`src/rtl/pspin_cmd_pkg.sv`:
```
// Shared command types for the per-cluster command tracker.
// The command ID is built from cluster, core and local slot fields.
package pspin_cmd_pkg;

    localparam int unsigned NUM_CLUSTERS    = 4;
    localparam int unsigned PSPIN_NUM_CORES = 8;
    localparam int unsigned PSPIN_NUM_CMDS  = 4;

    localparam int unsigned CLUSTER_ID_W =
        (NUM_CLUSTERS > 1) ? $clog2(NUM_CLUSTERS) : 1;
    localparam int unsigned CORE_W =
        (PSPIN_NUM_CORES > 1) ? $clog2(PSPIN_NUM_CORES) : 1;
    localparam int unsigned CMD_W = $clog2(PSPIN_NUM_CMDS);

    typedef struct packed {
        logic [CLUSTER_ID_W-1:0] cluster_id;
        logic [CORE_W-1:0]       core_id;
        logic [CMD_W-1:0]        local_id;
    } pspin_cmd_id_t;

    typedef struct packed {
        pspin_cmd_id_t cmd_id;
        logic          generate_event;
        logic [1:0]    cmd_type;
        logic [31:0]   payload;
    } pspin_cmd_req_t;

    typedef struct packed {
        pspin_cmd_id_t cmd_id;
    } pspin_cmd_resp_t;

endpackage

```
`src/rtl/pspin_cmd_slot_alloc.sv`:
```
// Per-core slot bitmaps: lowest-free allocation, release on response,
// and a registered outstanding-command count.
module pspin_cmd_slot_alloc
    import pspin_cmd_pkg::*;
#(
    parameter int unsigned NUM_CMDS = PSPIN_NUM_CMDS,
    parameter int unsigned CMD_ID_W = $clog2(NUM_CMDS),
    parameter int unsigned CNT_W    = $clog2(NUM_CMDS) + 1
) (
    input  logic                clk_i,
    input  logic                rst_ni,
    input  logic                alloc_i,
    input  logic                alloc_event_i,
    input  logic                free_i,
    input  logic [CMD_ID_W-1:0] free_slot_i,
    output logic                full_o,
    output logic [CMD_ID_W-1:0] alloc_slot_o,
    output logic                slot_busy_o,
    output logic                slot_event_o,
    output logic [CNT_W-1:0]    inflight_o
);

    logic [NUM_CMDS-1:0] busy_q, busy_d;
    logic [NUM_CMDS-1:0] event_q, event_d;
    logic [CNT_W-1:0]    cnt_d;

    always_comb begin
        alloc_slot_o = '0;
        for (int i = NUM_CMDS - 1; i >= 0; i--) begin
            if (!busy_q[i]) alloc_slot_o = CMD_ID_W'(i);
        end
    end

    assign full_o       = &busy_q;
    assign slot_busy_o  = busy_q[free_slot_i];
    assign slot_event_o = event_q[free_slot_i];

    // Allocation picks from the pre-free bitmap, so both edits never collide
    always_comb begin
        busy_d  = busy_q;
        event_d = event_q;
        if (free_i) busy_d[free_slot_i] = 1'b0;
        if (alloc_i) begin
            busy_d[alloc_slot_o]  = 1'b1;
            event_d[alloc_slot_o] = alloc_event_i;
        end
    end

    always_comb begin
        cnt_d = '0;
        for (int i = 0; i < NUM_CMDS; i++) begin
            cnt_d = cnt_d + CNT_W'(busy_d[i]);
        end
    end

    always_ff @(posedge clk_i or negedge rst_ni) begin
        if (!rst_ni) begin
            busy_q     <= '0;
            event_q    <= '0;
            inflight_o <= '0;
        end else begin
            busy_q     <= busy_d;
            event_q    <= event_d;
            inflight_o <= cnt_d;
        end
    end

endmodule

```
`src/rtl/pspin_cmd_tracker.sv`:
```
// Cluster command tracker: round-robin issue with slot stamping,
// response decode, completion events and error pulses.
module pspin_cmd_tracker
    import pspin_cmd_pkg::*;
#(
    parameter int unsigned NUM_CORES = PSPIN_NUM_CORES,
    parameter int unsigned NUM_CMDS  = PSPIN_NUM_CMDS,
    parameter int unsigned CMD_ID_W  = $clog2(NUM_CMDS),
    parameter int unsigned CORE_ID_W = (NUM_CORES > 1) ? $clog2(NUM_CORES) : 1,
    parameter int unsigned CNT_W     = $clog2(NUM_CMDS) + 1
) (
    input  logic                                clk_i,
    input  logic                                rst_ni,
    input  logic [CLUSTER_ID_W-1:0]             cluster_id_i,
    input  logic [NUM_CORES-1:0]                core_req_valid_i,
    output logic [NUM_CORES-1:0]                core_req_ready_o,
    input  pspin_cmd_req_t [NUM_CORES-1:0]      core_req_i,
    output logic [NUM_CORES-1:0][CMD_ID_W-1:0]  core_issued_id_o,
    output logic                                cmd_valid_o,
    input  logic                                cmd_ready_i,
    output pspin_cmd_req_t                      cmd_o,
    input  logic                                resp_valid_i,
    input  pspin_cmd_resp_t                     resp_i,
    output logic [NUM_CORES-1:0]                core_cpl_valid_o,
    output logic [NUM_CORES-1:0][CMD_ID_W-1:0]  core_cpl_id_o,
    output logic [NUM_CORES-1:0][CNT_W-1:0]     core_inflight_o,
    output logic                                err_o
);

    logic [NUM_CORES-1:0] full, eligible, free;
    logic [NUM_CORES-1:0] slot_busy, slot_event;
    logic [CORE_ID_W-1:0] ptr_q, winner;
    logic                 found, out_free, issue;
    logic [CORE_W-1:0]    r_core;
    logic [CMD_W-1:0]     r_slot;
    logic                 core_ok, hit;
    pspin_cmd_req_t       cmd_d;

    assign eligible = core_req_valid_i & ~full;
    assign out_free = !cmd_valid_o || cmd_ready_i;

    always_comb begin
        int unsigned idx;
        found  = 1'b0;
        winner = ptr_q;
        idx    = 0;
        for (int unsigned i = 0; i < NUM_CORES; i++) begin
            idx = (int'(ptr_q) + i) % NUM_CORES;
            if (!found && eligible[idx[CORE_ID_W-1:0]]) begin
                found  = 1'b1;
                winner = CORE_ID_W'(idx);
            end
        end
    end

    assign issue = found && out_free;

    always_comb begin
        core_req_ready_o = '0;
        if (issue) core_req_ready_o[winner] = 1'b1;
    end

    always_comb begin
        cmd_d                   = core_req_i[winner];
        cmd_d.cmd_id.cluster_id = cluster_id_i;
        cmd_d.cmd_id.core_id    = CORE_W'(winner);
        cmd_d.cmd_id.local_id   = core_issued_id_o[winner];
    end

    assign r_core  = resp_i.cmd_id.core_id;
    assign r_slot  = resp_i.cmd_id.local_id;
    assign core_ok = {1'b0, r_core} < (CORE_W + 1)'(NUM_CORES);
    assign hit     = resp_valid_i && core_ok && slot_busy[r_core]
                  && (resp_i.cmd_id.cluster_id == cluster_id_i);

    for (genvar c = 0; c < NUM_CORES; c++) begin : g_core
        assign free[c] = hit && (r_core == CORE_W'(c));

        pspin_cmd_slot_alloc #(
            .NUM_CMDS (NUM_CMDS),
            .CMD_ID_W (CMD_ID_W),
            .CNT_W    (CNT_W)
        ) u_alloc (
            .clk_i         (clk_i),
            .rst_ni        (rst_ni),
            .alloc_i       (core_req_ready_o[c]),
            .alloc_event_i (core_req_i[c].generate_event),
            .free_i        (free[c]),
            .free_slot_i   (r_slot),
            .full_o        (full[c]),
            .alloc_slot_o  (core_issued_id_o[c]),
            .slot_busy_o   (slot_busy[c]),
            .slot_event_o  (slot_event[c]),
            .inflight_o    (core_inflight_o[c])
        );
    end

    always_ff @(posedge clk_i or negedge rst_ni) begin
        if (!rst_ni) begin
            cmd_valid_o      <= 1'b0;
            cmd_o            <= '0;
            ptr_q            <= '0;
            err_o            <= 1'b0;
            core_cpl_valid_o <= '0;
            core_cpl_id_o    <= '0;
        end else begin
            if (issue) begin
                cmd_valid_o <= 1'b1;
                cmd_o       <= cmd_d;
                ptr_q       <= (winner == CORE_ID_W'(NUM_CORES - 1))
                             ? '0 : winner + 1'b1;
            end else if (cmd_ready_i) begin
                cmd_valid_o <= 1'b0;
            end
            err_o <= resp_valid_i && !hit;
            for (int c = 0; c < NUM_CORES; c++) begin
                core_cpl_valid_o[c] <= free[c] && slot_event[c];
                if (free[c] && slot_event[c]) core_cpl_id_o[c] <= r_slot;
            end
        end
    end

endmodule
```
`config.mk`:
```
export PLATFORM = sky130hd
export DESIGN_NAME = pspin_cmd_tracker
export DESIGN_NICKNAME = d
export VERILOG_FILES = /design/src/rtl/pspin_cmd_pkg.sv /design/src/rtl/pspin_cmd_slot_alloc.sv /design/src/rtl/pspin_cmd_tracker.sv
export SDC_FILE = /design/constraint.sdc
export NUM_CORES = 1
export LEC_CHECK = 0
export ABC_AREA = 1
export BUFFER_PORTS_ARGS = -buffer_cell sky130_fd_sc_hd__buf_2
export CORE_AREA = 2 2 183 185
export DETAILED_ROUTE_END_ITERATION = 8
export DIE_AREA = 0 0 185 187
export HOLD_SLACK_MARGIN = 0.12
export SLEW_MARGIN = 20
export SYNTH_ARGS = -nofsm -noshare
export SYNTH_HDL_FRONTEND = slang
export SYNTH_HIERARCHICAL = 1
export SYNTH_SLANG_ARGS = --single-unit
export TNS_END_PERCENT = 10
```
`constraint.sdc`:
```
create_clock -name clk_i -period 13.3 [get_ports clk_i]
set_clock_uncertainty 0.15 [all_clocks]
set_input_delay 3.325 -clock clk_i [delete_from_list [all_inputs] [get_ports clk_i]]
set_output_delay 3.325 -clock clk_i [all_outputs]
set_load 0.01 [all_outputs]
```
==> out/qor.csv <==
stage;metric;value;unit
global_route;largest net degree at the start of global routing;113;
cts;CTS tree;done;
floorplanning;die height;187;microns
global_route;first-pass GRT wire length;66.3;mm
timing;Setup TNS;0;ps
critical_path;crit end category;output pin;
route;Avg WL per Cell;16.3;microns
synth;Yosys cell types;42;
timing;Worst-Margin Slew;1020;ps
cts;# H-tree levels;4;
floorplanning;core area;0.0329;sq mm
synth;most common cell in the netlist;nand2_1;
route;Pre-antenna DRT Iters;6;
floorplanning;total die area;0.0346;sq mm
floorplanning;Initial Utilization;0.351;
placed_design;Port Buffers;416;
synth;Top FF cell, synth;dfrtp_1;
timing;fmax;93.5;MHz
timing;max-slew violation count;0;
timing;Final Hold Viols;0;
cts;cts hold-fix bufs;0;
timing;fin crit share;0.804;
timing;min Tclk post-route;10700;ps
cts;clock buffer count from CTS;17;
synth;sequential fraction of the synthesis area;0.345;
synth;top cell type's share of synthesized area;0.345;
route;Routed WL;42.7;mm
global_route;met1 Usage GRT;0.349;
cts;Root Buffer;clkbuf_16;
cells_and_area;share of cells above drive strength 1;0.236;
route;DR vias/cell;5.03;
timing;unrepaired setup endpoints after global routing;no;
cells_and_area;fill count;3583;
cts;post_cts resized;0;
synth;Avg Cell Area, Syn;6.42;sq um
synth;Syn Nets;2179;
cts;clock latency on the worst-skew pair;430;ps
critical_path;CP max FO;39;
critical_path;crit start category;input port;
cts;Sink Count;159;
placed_design;Placer Congestion;0.929;
outcome;status;complete, no violations;
cells_and_area;Final #Nets;2538;
global_route;grt ovf;0;
route;DRC;0;
global_route;M2 GR Usage;0.385;
route;Iter 0 DRT Violations;994;
global_route;GRT Total Usage;0.244;
global_route;vias in the first global route;12133;
timing;Worst slew margin;0.321;
job;max-cap violations;0;
hold_path;path type of the worst min-delay path;flip-flop to flip-flop;
route;vias;13196;
critical_path;Crit Path Category;input port to output pin;
floorplanning;# IOs;473;
synth;yosys warns;6;
placed_design;DP HPWL;32.0;mm
synth;Mapped Cells;1796;
synth;cell taking the most area after synthesis;dfrtp_1;
route;DRT antenna net count;0;
timing;# setup viols final;0;
cts;Clock transition at path regs;70;ps
critical_path;Req. time, crit path;9820;ps
cells_and_area;synthesis-to-finish area growth;25.7;%
floorplanning;Die W;185;microns
synth;largest cells by area after synthesis;dfrtp_1 35%, nand2_1 27%, nand3_1 11%;
global_route;initial antenna violation count;6;
hold_path;hold path depth;2;
floorplanning;Rows;67;
global_route;M3 GR Usage;0.0386;
synth;synthesized flop and latch total;159;
synth;Post-synth EDFFs;0;
synth;ys async rst share;1.00;
synth;Netlist Area Pre-Place;0.0115;sq mm
critical_path;worst path arrival time;7220;ps
cts;deepest clock path buffer count;2;
critical_path;Worst Reg-to-Reg Cells;24;
cts;Setup Fix Bufs, Post-CTS;0;
global_route;grt peak-use layer;met2;
synth;synth cell count leaders;827 x nand2_1, 263 x nand3_1, 159 x dfrtp_1;
## critical path, stage by stage
cell      delay, ps
buf_2           120
nand3_1         100
nand3_1         110
nand2_1         110
inv_1            40
o21ai_0         330
inv_2           140
nor2_8          210
nand2_1          90
o21ai_0          80
inv_1            50
nand2_1          60
nand3_1         140
nand2_2         710
clkinv_1        680
nor3_1          660
buf_2           240
## path summary, 6_finish.rpt
path | to | slack, ps | startpoint
max in group asynchronous | cmd_o[0]$_DFFE_PN0P_ | 8770 | rst_ni
max reg2reg | g_core[1].u_alloc/inflight_o[1]$_DFF_PN0_ | 6410 | ptr_q[0]$_DFFE_PN0P_
min reg2reg | g_core[0].u_alloc/event_q[1]$_DFFE_PN0P_ | 320 | g_core[0].u_alloc/event_q[1]$_DFFE_PN0P_
min | g_core[0].u_alloc/event_q[1]$_DFFE_PN0P_ | 320 | g_core[0].u_alloc/event_q[1]$_DFFE_PN0P_
min in group asynchronous | core_cpl_id_o[8]$_DFFE_PN0P_ | 2840 | rst_ni
max | core_req_ready_o[1] | 2600 | core_req_valid_i[6]
## state kept, by name (all words and copies together) (netlist names)
register / cells
ptr_q: 3
g_core.u_alloc/busy_q: 32
core_cpl_id_o: 16
err_o: 1
core_cpl_valid_o: 8
g_core.u_alloc/inflight_o: 24
g_core.u_alloc/event_q: 32
cmd_o: 42
cmd_valid_o: 1
## layout make-up
class                           instances  area, sq um  share of cell area
Clock inverter                         14          189              0.0130
Multi-Input combinational cell       1435         6720               0.463
Sequential cell                       159         3980               0.275
Inverter                              116          437              0.0301
Timing Repair Buffer                  426         2170               0.150
Antenna cell                            5         12.5            0.000864
Clock buffer                           18          429              0.0296
Tap cell                              448          561              0.0387
## layer usage
metal | wire [microns] | share of wire | vias up
li1 | - | - | 6509
met1 | 19400 | 0.46 | 6173
met2 | 19800 | 0.46 | 468
met3 | 2710 | 0.063 | 44
met4 | 776 | 0.018 | 2
met5 | 13 | 0.00030 | -
## cells in the final DEF, fill, tap and decap left out, types with 2 or more instances in the layout
cell type and count:
o31ai_1 2, buf_4 9, inv_1 101, nand2_4 3, nor3_1 5, a21oi_1 15
inv_6 4, nand2_2 15, nand2_1 824, inv_2 6, xnor2_1 2, a21boi_1 36
nand4_1 18, clkinv_8 2, o21bai_1 2, dfrtp_1 159, nand4_4 2, a21oi_4 2
nor2_4 3, buf_6 2, clkbuf_16 17, a21oi_2 15, buf_2 415, o21ai_0 81
ha_1 18, nor2_2 4, nand3_1 263, o22ai_1 17, bufinv_16 2, diode_2 5
nor2_1 71, fa_1 8, o21ai_1 19, inv_8 4, clkinv_1 8
## logic make-up after synthesis
group	Yosys count	share of synthesized area
flip-flops	159	0.345
AO/OA/AOI/OAI	194	0.102
adder cells (fa/ha/maj)	26	0.0334
buffers and inverters	202	0.0769
XOR/XNOR	3	0.00391
AND/OR/NAND/NOR	1212	0.439
## stage by stage
| stage | std cells | util | hold slack (ps) | cell area (sq um) | worst slack [ps] |
|---|---|---|---|---|---|
| after floorplan | 1796 | - | 286 | 11500 | 4520 |
| after global placement | 2584 | 0.422 | 303 | 13900 | 2680 |
| after detailed placement | 2584 | 0.422 | 304 | 13900 | 2670 |
| after CTS | 2616 | 0.440 | 323 | 14500 | 2660 |
| after global routing | 2621 | 0.441 | 344 | 14500 | 2180 |
| final | 2621 | 0.441 | 317 | 14500 | 2600 |
Power is left out: the tool's default activity adds up to more than one toggle a clock period on the data nets, which glitch-free logic cannot reach.
